<file path="src/rtl/uart_rx_buffered.sv">
// uart_rx_buffered: 8N1 UART receiver with a one-byte holding register.
// The line is resynchronised, sampled at mid-bit and delivered over a
// valid/ready handshake. Framing and overrun errors are sticky until cleared.
module uart_rx_buffered #(
  parameter int CLKS_PER_BIT = 434,
  parameter int SYNC_STAGES  = 2
) (
  input  logic       clock,
  input  logic       reset,
  input  logic       io_rxd,
  output logic       io_out_valid,
  input  logic       io_out_ready,
  output logic [7:0] io_out_bits,
  output logic       io_frame_err,
  output logic       io_overrun,
  input  logic       io_clr_err,
  output logic       io_busy
);

  localparam int CNT_W = $clog2(CLKS_PER_BIT);
  localparam logic [CNT_W-1:0] CNT_HALF = CNT_W'(CLKS_PER_BIT / 2 - 1);
  localparam logic [CNT_W-1:0] CNT_FULL = CNT_W'(CLKS_PER_BIT - 1);
  localparam logic [CNT_W-1:0] CNT_ONE  = CNT_W'(1);

  typedef enum logic [2:0] {
    ST_IDLE  = 3'd0,
    ST_START = 3'd1,
    ST_DATA  = 3'd2,
    ST_STOP  = 3'd3,
    ST_BREAK = 3'd4
  } state_t;

  logic [SYNC_STAGES-1:0] sync_r;
  logic                   rx_s;
  state_t                 state_r;
  logic [CNT_W-1:0]       cnt_r;
  logic [2:0]             idx_r;
  logic [7:0]             shift_r;
  logic                   valid_r;
  logic [7:0]             bits_r;
  logic                   frame_err_r;
  logic                   overrun_r;
  logic                   busy_r;

  logic                   at_zero_s;
  logic                   stop_sample_s;
  logic                   load_s;
  logic                   overrun_set_s;
  logic                   frame_set_s;

  // Synchroniser chain for the asynchronous pin; resets to the idle level.
  always_ff @(posedge clock) begin
    if (reset) begin
      sync_r <= '1;
    end else begin
      sync_r <= {sync_r[SYNC_STAGES-2:0], io_rxd};
    end
  end

  assign rx_s = sync_r[SYNC_STAGES-1];

  // Stop-bit sample decode: deliver, drop as overrun, or flag framing error.
  always_comb begin
    at_zero_s     = 1'b0;
    stop_sample_s = 1'b0;
    load_s        = 1'b0;
    overrun_set_s = 1'b0;
    frame_set_s   = 1'b0;
    if (cnt_r == '0) begin
      at_zero_s = 1'b1;
    end else begin
      at_zero_s = 1'b0;
    end
    if ((state_r == ST_STOP) && at_zero_s) begin
      stop_sample_s = 1'b1;
      if (rx_s) begin
        if (!valid_r || io_out_ready) begin
          load_s = 1'b1;
        end else begin
          overrun_set_s = 1'b1;
        end
      end else begin
        frame_set_s = 1'b1;
      end
    end else begin
      stop_sample_s = 1'b0;
    end
  end

  // Receive FSM together with holding register, sticky flags and busy flag.
  always_ff @(posedge clock) begin
    if (reset) begin
      state_r     <= ST_IDLE;
      cnt_r       <= '0;
      idx_r       <= 3'd0;
      shift_r     <= 8'h00;
      valid_r     <= 1'b0;
      bits_r      <= 8'h00;
      frame_err_r <= 1'b0;
      overrun_r   <= 1'b0;
      busy_r      <= 1'b0;
    end else begin
      // A new byte may land in the same cycle the old one is taken.
      if (load_s) begin
        valid_r <= 1'b1;
        bits_r  <= shift_r;
      end else if (valid_r && io_out_ready) begin
        valid_r <= 1'b0;
      end

      // Set has priority over clear on the sticky flags.
      if (frame_set_s) begin
        frame_err_r <= 1'b1;
      end else if (io_clr_err) begin
        frame_err_r <= 1'b0;
      end
      if (overrun_set_s) begin
        overrun_r <= 1'b1;
      end else if (io_clr_err) begin
        overrun_r <= 1'b0;
      end

      case (state_r)
        ST_IDLE: begin
          if (!rx_s) begin
            state_r <= ST_START;
            cnt_r   <= CNT_HALF;
            busy_r  <= 1'b1;
          end
        end
        ST_START: begin
          if (at_zero_s) begin
            if (!rx_s) begin
              state_r <= ST_DATA;
              cnt_r   <= CNT_FULL;
              idx_r   <= 3'd0;
            end else begin
              // Start bit did not survive to mid-bit: a glitch.
              state_r <= ST_IDLE;
              busy_r  <= 1'b0;
            end
          end else begin
            cnt_r <= cnt_r - CNT_ONE;
          end
        end
        ST_DATA: begin
          if (at_zero_s) begin
            shift_r[idx_r] <= rx_s;
            cnt_r          <= CNT_FULL;
            if (idx_r == 3'd7) begin
              state_r <= ST_STOP;
            end else begin
              idx_r <= idx_r + 3'd1;
            end
          end else begin
            cnt_r <= cnt_r - CNT_ONE;
          end
        end
        ST_STOP: begin
          // Leaving at mid-stop lets a back-to-back start bit be caught.
          if (stop_sample_s) begin
            if (rx_s) begin
              state_r <= ST_IDLE;
              busy_r  <= 1'b0;
            end else begin
              state_r <= ST_BREAK;
            end
          end else begin
            cnt_r <= cnt_r - CNT_ONE;
          end
        end
        ST_BREAK: begin
          // Hold here so a long low line is not decoded as 0x00 frames.
          if (rx_s) begin
            state_r <= ST_IDLE;
            busy_r  <= 1'b0;
          end
        end
        default: begin
          state_r <= ST_IDLE;
          busy_r  <= 1'b0;
        end
      endcase
    end
  end

  assign io_out_valid = valid_r;
  assign io_out_bits  = bits_r;
  assign io_frame_err = frame_err_r;
  assign io_overrun   = overrun_r;
  assign io_busy      = busy_r;

endmodule

</file>
<file path="config.mk">
export PLATFORM = sky130hd
export DESIGN_NAME = uart_rx_buffered
export DESIGN_NICKNAME = d
export VERILOG_FILES = /design/src/rtl/uart_rx_buffered.sv
export SDC_FILE = /design/constraint.sdc
export NUM_CORES = 1
export LEC_CHECK = 0
export BUFFER_PORTS_ARGS = -buffer_cell sky130_fd_sc_hd__buf_2
export CAP_MARGIN = 40
export CORE_MARGIN = 1.5
export CORE_UTILIZATION = 58
export DETAILED_ROUTE_END_ITERATION = 7
export PLACE_DENSITY = 0.88
export SLEW_MARGIN = 10
export SYNTH_ARGS = -nofsm -noshare
export SYNTH_HDL_FRONTEND = slang
export SYNTH_SLANG_ARGS = --single-unit
</file>
<file path="constraint.sdc">
create_clock -name clock -period 2.6 [get_ports clock]
set_clock_uncertainty 0.05 [all_clocks]
set_input_delay 0.26 -clock clock [delete_from_list [all_inputs] [get_ports clock]]
set_output_delay 0.26 -clock clock [all_outputs]
set_load 0.005 [all_outputs]
</file>
==> flow_summary.toml, run 1 <==
[cells_and_area]
final_core_util = 0.654
antenna_cells = 0
area_delta_synth_final_pct = 7.32
drive_gt1_frac = 0.191
nNetsFinal = 228
num-fill-cells = 261

[placement]
dp_hpwl_um = 2650
portBuffers = 16
gp_congestion = 0.926

[clock_tree]
insertion_delay_ns = 0.35
post_cts_buffers = 0
cts_tree = "built"
cts_sinks = 37
root_buffer = "clkbuf_4"
htreeDepth = 2
hold_buffers = 0
cts_buffer_depth = 2
ctsResizeCount = 0
clk_pin_slew_ns = 0.11
cts_made_buffers = 5

[timing]
maxSlewHeadroom = 0.549
worstMarginPinSlew_ns = 0.676
min_period_over_period = 0.916
hold_viol = 0
period_minus_slack_ns = 2.38
fin_hold_ws_ns = 0.0395
fin_setup_tns_ns = 0
slew_viol_final = 0
setup_viol = 0
timing.fmax_mhz = 420
rsz0062_at_grt = "false"

[critical_path]
crit_fanout = 9
endpoint_kind = "flop"
arrival_ns = 2.56
r2r_cells = 7
worst-setup-path-type = "reg2reg"
cp-start-kind = "flop"
worstReg2RegEnd = "io_out_bits[7]"
r2r-start = "cnt_r[0]"
crit_required_ns = 2.77
regToRegSetupSlack_ns = 0.22

[yosys]
synth_fp_nets = 217
synth_area_um2 = 1850
syn_area_per_cell_um2 = 8.83
synthArstFlopShare = 0
synth_ff_type = "dfxtp_1"
yosysWarnings = 0
synth_cell_types = 50
synthCells = 209
synth_edf_count = 0
yosysSeqAreaShare = 0.401
ys_ff_latch = 37

[grt]
antenna_found_initial = 0
track_usage = 0.235
grt_start_max_net_pins = 39
grt_pass1_vias = 1300
grt_pass1_wl_um = 6150
gr-total-overflow = 0

[drt]
wl_per_cell_um = 14.1
first_pass_iters = 5
drt-total-wl_um = 3720
dr_total_vias = 1554
drtIter0Drc = 71
routed_via_density = 5.89
ant_nets = 0
drc_errors = 0

[worst_hold_path]
hold_class = "in2reg"
min_path_cells = 2
whs_endpoint = "sync_r[0]"
hold_start = "io_rxd"

[floorplanning]
rows = 20
start_util = 0.610
dieArea_um2 = 3530
core_um2 = 3030
die_height_um = 59.4
io_pins = 17
die_w_um = 59.4

[power]
cellPowerDensity_nw_per_um2 = 990
peakVddDrop_uv = 649
p_leak_uw = 0.000820

[flow_run]
maxCapViolations = 0

[run_status]
status = "finished clean"
[worst max-delay path by stage]
stage,start,end,slack (ns),depth (start not counted)
2_1_floorplan,cnt_r[0],cnt_r[5],0.72,8
3_3_place_gp,cnt_r[0],io_out_bits[2],0.36,7
3_5_place_dp,cnt_r[0],io_out_bits[7],0.25,7
4_1_cts,cnt_r[0],io_out_bits[7],0.22,7
5_1_grt,cnt_r[1],io_out_bits[7],0.03,7
6_report,cnt_r[0],io_out_bits[7],0.22,7
[placed cells by master (no fill, tap or decap), drive strengths merged, types with 2 or more instances in the layout]
cell type,n
a211oi,2
a21oi,12
a22oi,2
a31oi,2
buf,16
clkbuf,6
dfxtp,37
ha,3
inv,5
mux2i,15
nand2,13
nand2b,7
nand3,4
nand3b,2
nand4,3
nor2,30
nor3,6
nor3b,2
nor4,5
nor4b,2
o211ai,2
o21ai,10
o22ai,2
o31ai,4
o41ai,2
or2,6
or3,5
[metal layers]
metal  GRT usage  wire length [um]  up-vias
met5           0                 0        -
met1       0.330              1760      715
met2       0.334              1640       52
li1            -                 -      776
met4       0.104                88        0
met3      0.0655               224       11
[critical path: stages, from the launching register on]
cell,delay (ns)
dfxtp_1,0.35
inv_1,0.09
ha_1,0.24
nor3b_4,0.29
and3_1,0.47
nand4_2,0.41
mux2i_1,0.31
nor2_1,0.06
[synthesized netlist by cell type (all sizes together), types with 2 or more instances]
cell type | n | share of area
a211oi | 2 | 0.0081
a21oi | 12 | 0.033
a22oi | 2 | 0.0081
a31oi | 2 | 0.0068
buf | 6 | 0.020
clkbuf | 6 | 0.012
dfxtp | 37 | 0.40
ha | 3 | 0.020
inv | 5 | 0.010
mux2i | 15 | 0.081
nand2 | 13 | 0.028
nand2b | 7 | 0.024
nand3 | 4 | 0.011
nand3b | 2 | 0.0081
nand4 | 3 | 0.022
nor2 | 30 | 0.061
nor3 | 6 | 0.019
nor3b | 2 | 0.014
nor4 | 5 | 0.020
nor4b | 2 | 0.016
o211ai | 2 | 0.0081
o21ai | 10 | 0.029
o22ai | 2 | 0.010
o31ai | 4 | 0.016
o41ai | 2 | 0.0095
or2 | 6 | 0.020
or3 | 5 | 0.017
[sequential cells by signal, summed over array words and instances, names as in the netlist]
signal / cells
io_frame_err: 1
cnt_r: 9
io_busy: 1
sync_r: 2
state_r: 3
io_overrun: 1
io_out_bits: 8
idx_r: 3
io_out_valid: 1
shift_r: 8
[final cells by class]
type	instances	area, um^2	share of cell area
Timing Repair Buffer	16	80.1	0.0404
Inverter	5	18.8	0.00948
Sequential cell	37	741	0.374
Multi-Input combinational cell	155	1030	0.519
Clock buffer	6	51.3	0.0259
Tap cell	44	55.1	0.0278
Clock inverter	1	7.51	0.00379
[metrics by stage]
step	setup WS, ns	std cells	area [um^2]	total power [uW]
global route	0.0286	264	1980	2100
floorplan	0.720	209	1850	1510
CTS	0.224	264	1980	1960
global placement	0.362	257	1920	1650
finish	0.218	264	1980	1960
detailed placement	0.246	257	1920	1650
[where the power goes]
part           switching (uW)  internal (uW)
Clock                     187            127
Sequential                117            640
Combinational             541            347
Total                     846           1110
[cell families after synthesis]
logic type               share of synthesized area
AND/OR/NAND/NOR                              0.277
AO/OA/AOI/OAI                                0.163
flip-flops                                   0.401
buffers and inverters                       0.0420
multiplexers                                0.0875
adder cells (fa/ha/maj)                     0.0203
XOR/XNOR                                   0.00949
No activity file was read; power rests on OpenSTA's default activity.
==> run 2, diff against run 1 <==
--- a/config.mk
+++ b/config.mk
@@ -8,9 +8,10 @@
 export BUFFER_PORTS_ARGS = -buffer_cell sky130_fd_sc_hd__buf_2
 export CAP_MARGIN = 40
 export CORE_MARGIN = 1.5
-export CORE_UTILIZATION = 58
+export CORE_UTILIZATION = 61
+export CTS_BUF_LIST = sky130_fd_sc_hd__clkbuf_4 sky130_fd_sc_hd__clkbuf_8
 export DETAILED_ROUTE_END_ITERATION = 7
-export PLACE_DENSITY = 0.88
+export PLACE_DENSITY = 0.92
 export SLEW_MARGIN = 10
 export SYNTH_ARGS = -nofsm -noshare
 export SYNTH_HDL_FRONTEND = slang
==> flow_summary.toml, run 2 (synthesis results as in run 1) <==
[cells_and_area]
stdcell_area_um2 = 2000
drive_gt1_frac = 0.198
antenna_cells = 0
nNetsFinal = 229
largest_register = "cnt_r"
num-fill-cells = 208
layout_commonest_cell = "dfxtp_1"
instances_no_fill = 253
final_cell_mix = "37 x dfxtp_1, 30 x nor2_1, 16 x buf_2"
area_delta_synth_final_pct = 8.47
largest_reg_flops = 9

[critical_path]
regToRegSetupSlack_ns = 0.23
arrival_ns = 2.54
endpoint_kind = "flop"
crit_fanout = 9
timing.critical_path.cells = "inv_1 -> ha_1 -> nor3b_4 -> and3_1 -> nand4_2 -> mux2i_1 -> nor2_1"
slowest_stage = "and3_1"
crit_required_ns = 2.77
cpPeakStageDelay_ns = 0.46
cp-start-kind = "flop"
cp_num_buf_inv = 1
cpLargestDelayFamily = "simple AND/OR/NAND/NOR gates"
worst-setup-path-type = "reg2reg"

[clock_tree]
insertion_delay_ns = 0.35
root_buffer = "clkbuf_4"
cts_tree = "built"
post_cts_buffers = 0
cts_sinks = 37
htreeDepth = 2
cts_buffer_depth = 2
cts_made_buffers = 5
hold_buffers = 0
clk_pin_slew_ns = 0.11
ctsResizeCount = 0

[placement]
dp_hpwl_um = 2770
portBuffers = 16
pre_cts_ws_ns = 0.271
place_inst = 245
gp_congestion = 0.933
post_dp_cell_area_um2 = 1910

[timing]
min_period_over_period = 0.913
fin_setup_tns_ns = 0
setup_viol = 0
rsz0062_at_grt = "false"
setup_slack_ns = 0.225
worstMarginPinSlew_ns = 0.677
maxSlewHeadroom = 0.549
period_minus_slack_ns = 2.37
hold_viol = 0
slew_viol_final = 0
fin_hold_ws_ns = 0.0400
timing.fmax_mhz = 421

[grt]
grt_pass1_vias = 1414
grt_pass1_wl_um = 6730
antenna_found_initial = 0
gr-total-overflow = 0
grt_start_max_net_pins = 39
track_usage = 0.264

[drt]
drc_errors = 0
wl_met3_um = 211
routed_via_density = 6.18
top_layer = "met4"
ant_nets = 0
dr_total_vias = 1563
wl_per_cell_um = 15.7
first_pass_iters = 4
drtIter0Drc = 78
wl_met2_um = 1890
m1WireLength_um = 1800
drt-total-wl_um = 3980

[power]
p_comb_frac = 0.435
p_clk_frac = 0.206
power_switching_uw = 864
p_leak_uw = 0.000843
power.internal_uw = 1230
cellPowerDensity_nw_per_um2 = 1050
power_switching_share = 0.413
seqPwrFrac = 0.358
peakVddDrop_uv = 727

[floorplanning]
start_util = 0.658
die_height_um = 58.0
die_w_um = 58.0
dieArea_um2 = 3360
core_um2 = 2810
io_pins = 17
rows = 19

[worst_hold_path]
hold_class = "in2reg"

[run_status]
status = "finished clean"

[flow_run]
maxCapViolations = 0
-- run 2: cell types whose count changed in the layout (fill, tap and decap cells not counted), sizes merged --
cell	previous run	this run
buf	16	17
clkinvlp	1	0
clkbuf	6	7
bufinv	0	1
-- run 2: path summary, 6_finish.rpt --
kind	from	end	cells after the start
worst max-delay path	cnt_r[0]	io_out_bits[0]	7
worst min-delay path	io_rxd	sync_r[0]	2
worst max register to register	cnt_r[0]	io_out_bits[0]	7
worst min register to register	sync_r[0]	sync_r[1]	1
-- run 2: final cells by class --
type / count / area (um^2) / area share
clock buffers: 7 / 58.8 / 0.0294
clock inverters: 1 / 30.0 / 0.0150
inverters: 5 / 18.8 / 0.00938
multi-input cells: 155 / 1030 / 0.513
flip-flops and latches: 37 / 741 / 0.370
well taps: 31 / 38.8 / 0.0194
repair buffers: 17 / 87.6 / 0.0438
-- run 2: through the flow --
stage | total power (uW) | utilization
after floorplan | 1510 | -
after global placement | 1640 | 0.682
after detailed placement | 1650 | 0.682
after CTS | 2080 | 0.714
after global routing | 2230 | 0.714
final | 2090 | 0.714
-- run 2: metal layers --
metal | vias to the layer above | track usage
li1 | 779 | -
met1 | 724 | 0.361
met2 | 49 | 0.409
met3 | 11 | 0.0603
met4 | 0 | 0.0963
met5 | - | 0
-- run 2: worst reg2reg max path: stages, from the launching register on --
cell and delay [ns]:
dfxtp_1 0.34, inv_1 0.10, ha_1 0.24, nor3b_4 0.28, and3_1 0.46, nand4_2 0.41
mux2i_1 0.30, nor2_1 0.07
-- run 2: power by group through the flow --
| stage | Combinational [uW] | Sequential (uW) | Clock [uW] |
|---|---|---|---|
| 2_1_floorplan | 788 | 726 | 0 |
| 3_3_place_gp | 882 | 762 | 0 |
| 3_5_place_dp | 886 | 760 | 0 |
| 4_1_cts | 897 | 747 | 432 |
| 5_1_grt | 1010 | 764 | 454 |
| 6_report | 911 | 750 | 432 |
==> run 3, diff against run 2 <==
--- a/config.mk
+++ b/config.mk
@@ -5,13 +5,14 @@
 export SDC_FILE = /design/constraint.sdc
 export NUM_CORES = 1
 export LEC_CHECK = 0
+export ABC_AREA = 1
 export BUFFER_PORTS_ARGS = -buffer_cell sky130_fd_sc_hd__buf_2
 export CAP_MARGIN = 40
 export CORE_MARGIN = 1.5
 export CORE_UTILIZATION = 61
 export CTS_BUF_LIST = sky130_fd_sc_hd__clkbuf_4 sky130_fd_sc_hd__clkbuf_8
 export DETAILED_ROUTE_END_ITERATION = 7
-export PLACE_DENSITY = 0.92
+export PLACE_DENSITY = 0.91
 export SLEW_MARGIN = 10
 export SYNTH_ARGS = -nofsm -noshare
 export SYNTH_HDL_FRONTEND = slang
==> flow_summary.toml, run 3 <==
[run_status]
status = "finished clean"

[cells_and_area]
stdcell_area_um2 = 2110
largest_register = "cnt_r"
largest_reg_flops = 9
final_core_util = 0.692
layout_commonest_cell = "nand2_1"
antenna_cells = 0
multi_input_comb_area_um2 = 1030
nNetsFinal = 308
final_cell_mix = "67 x nand2_1, 38 x nor2_1, 37 x dfxtp_1"
area_delta_synth_final_pct = 8.55
drive_gt1_frac = 0.209
num-fill-cells = 273
seqCellArea_um2 = 741

[timing]
hold_viol = 0
slew_viol_final = 0
fin_hold_ws_ns = 0.0325
maxSlewHeadroom = 0.639
timing.fmax_mhz = 559
rsz0062_at_grt = "false"
min_period_over_period = 0.688
period_minus_slack_ns = 1.79
worstMarginPinSlew_ns = 0.538
fin_setup_tns_ns = 0
setup_viol = 0

[yosys]
synth_area_um2 = 1950
synth_cell_types = 31
synthTopCellsByCount = "67 x nand2_1, 38 x nor2_1, 37 x dfxtp_1, 24 x a21oi_1"
synth_fp_nets = 289
syn_area_per_cell_um2 = 6.92
synth_ff_type = "dfxtp_1"
yosysSeqAreaShare = 0.381
synthArstFlopShare = 0
synth_edf_count = 0
synth.area.top_cells = "dfxtp_1 38%, nand2_1 13%, nor2_1 7.3%, a21oi_1 6.2%, nand3_1 5.7%"
ys_ff_latch = 37
yosysWarnings = 0
synth_most_common_cell = "nand2_1"
synth_top_cell_area_share = 0.381
synthCells = 281
synth_top_cell_by_area = "dfxtp_1"

[floorplanning]
die_height_um = 59.5
core_um2 = 3050
rows = 20
dieArea_um2 = 3540
io_pins = 17
start_util = 0.637
die_w_um = 59.5

[clock_tree]
clk_pin_slew_ns = 0.11
cts_sinks = 37
ctsResizeCount = 0
post_cts_buffers = 0
cts_tree = "built"
htreeDepth = 2
cts_made_buffers = 5
root_buffer = "clkbuf_4"
cts_buffer_depth = 2
hold_buffers = 0
insertion_delay_ns = 0.35

[drt]
drt-total-wl_um = 4060
wl_per_cell_um = 11.8
routed_via_density = 5.26
ant_nets = 0
dr_total_vias = 1815
drtIter0Drc = 106
first_pass_iters = 4
drc_errors = 0

[grt]
track_usage = 0.255
antenna_found_initial = 0
grt_pass1_wl_um = 6620
grt_pass1_vias = 1600
grt_start_max_net_pins = 20
gr-total-overflow = 0

[critical_path]
r2r_cells = 9
crit_required_ns = 2.78
crit_path_frequent_cell = "nand2_1"
cpPeakStageDelay_ns = 0.32
worst-setup-path-type = "reg2reg"
arrival_ns = 1.97
cp_num_buf_inv = 1
crit_fanout = 11
regToRegSetupSlack_ns = 0.81
cp-start-kind = "flop"
slowest_stage = "dfxtp_1"
timing.critical_path.cells = "inv_1 -> ha_1 -> nand2_1 -> nor2_2 -> nand3_4 -> nor2_4 -> nand2_2 -> nand2_1 -> a21oi_1"
worstReg2RegEnd = "io_out_bits[2]"
endpoint_kind = "flop"
r2r-start = "cnt_r[0]"
cpLargestDelayFamily = "simple AND/OR/NAND/NOR gates"

[worst_hold_path]
hold_class = "in2reg"
whs_endpoint = "sync_r[0]"
hold_start = "io_rxd"
min_path_cells = 2

[flow_run]
maxCapViolations = 0

[placement]
gp_congestion = 0.947
portBuffers = 16
post_dp_cell_area_um2 = 2060
dp_hpwl_um = 2940

[power]
power_switching_share = 0.504
peakVddDrop_uv = 697
power.internal_uw = 1270
p_comb_frac = 0.560
power_uw = 2560
power_switching_uw = 1290
cellPowerDensity_nw_per_um2 = 1210
p_clk_frac = 0.119
p_leak_uw = 0.000939
seqPwrFrac = 0.321
## run 3: cell types whose count changed after synthesis, sizes merged, moves of 5 or more
cell    change
inv        +28
or3         -5
a21oi      +14
nand3      +20
nand2      +62
mux2i      -15
nor3        -6
nand2b      -7
nor2       +19
nor4        -5
## run 3: worst max-delay path by stage
stage / startpoint / to / slack [ns] / cells past startpoint
2_1_floorplan: cnt_r[0] / idx_r[0] / 1.09 / 11
3_3_place_gp: cnt_r[0] / io_out_bits[7] / 0.93 / 9
3_5_place_dp: cnt_r[0] / io_out_bits[2] / 0.84 / 9
4_1_cts: cnt_r[0] / io_out_bits[5] / 0.82 / 9
5_1_grt: cnt_r[0] / io_out_bits[5] / 0.63 / 9
6_report: cnt_r[0] / io_out_bits[2] / 0.81 / 9
## run 3: area by class of cell
class / instances / share of cell area
repair buffers: 17 / 0.0415
flip-flops and latches: 37 / 0.351
clock inverters: 2 / 0.00474
clock buffers: 6 / 0.0213
well taps: 44 / 0.0261
inverters: 35 / 0.0658
multi-input cells: 204 / 0.490
## run 3: worst register-to-register path, stage by stage (launching register included)
cell and delay (ns):
dfxtp_1 0.32, inv_1 0.10, ha_1 0.22, nand2_1 0.08, nor2_2 0.12, nand3_4 0.16, nor2_4 0.25, nand2_2 0.18
nand2_1 0.12, a21oi_1 0.06
## run 3: cells by family (layout without fill, tap and decap cells)
logic type	Yosys count	in the layout	share of synthesized area
AOI/OAI and AO/OA	40	40	0.111
xor gates and xnor gates	3	3	0.0135
adders and majority gates	3	3	0.0193
buffers and inverters	40	60	0.0875
DFF	37	37	0.381
and+or+nand+nor	158	158	0.388
## run 3: routing by layer
metal | global-route usage | share of wire | vias up | routed length (um)
met4 | 0.117 | 0.019 | 0 | 78
met3 | 0.0895 | 0.061 | 9 | 247
met5 | 0 | 0 | - | 0
li1 | - | - | 935 | -
met1 | 0.322 | 0.46 | 810 | 1890
met2 | 0.388 | 0.46 | 61 | 1850
## run 3: metrics by stage
step | setup WS [ns] | cells
after floorplan | 1.09 | 281
after global placement | 0.925 | 337
after detailed placement | 0.836 | 337
after CTS | 0.820 | 345
after global routing | 0.632 | 345
final | 0.812 | 345
## run 3: power by group through the flow
stage | combinational (uW) | clock, uW | sequential, uW
final | 1440 | 305 | 822
after global placement | 1380 | 0 | 827
after floorplan | 1200 | 0 | 805
after CTS | 1430 | 309 | 818
after global routing | 1610 | 343 | 840
after detailed placement | 1420 | 0 | 830
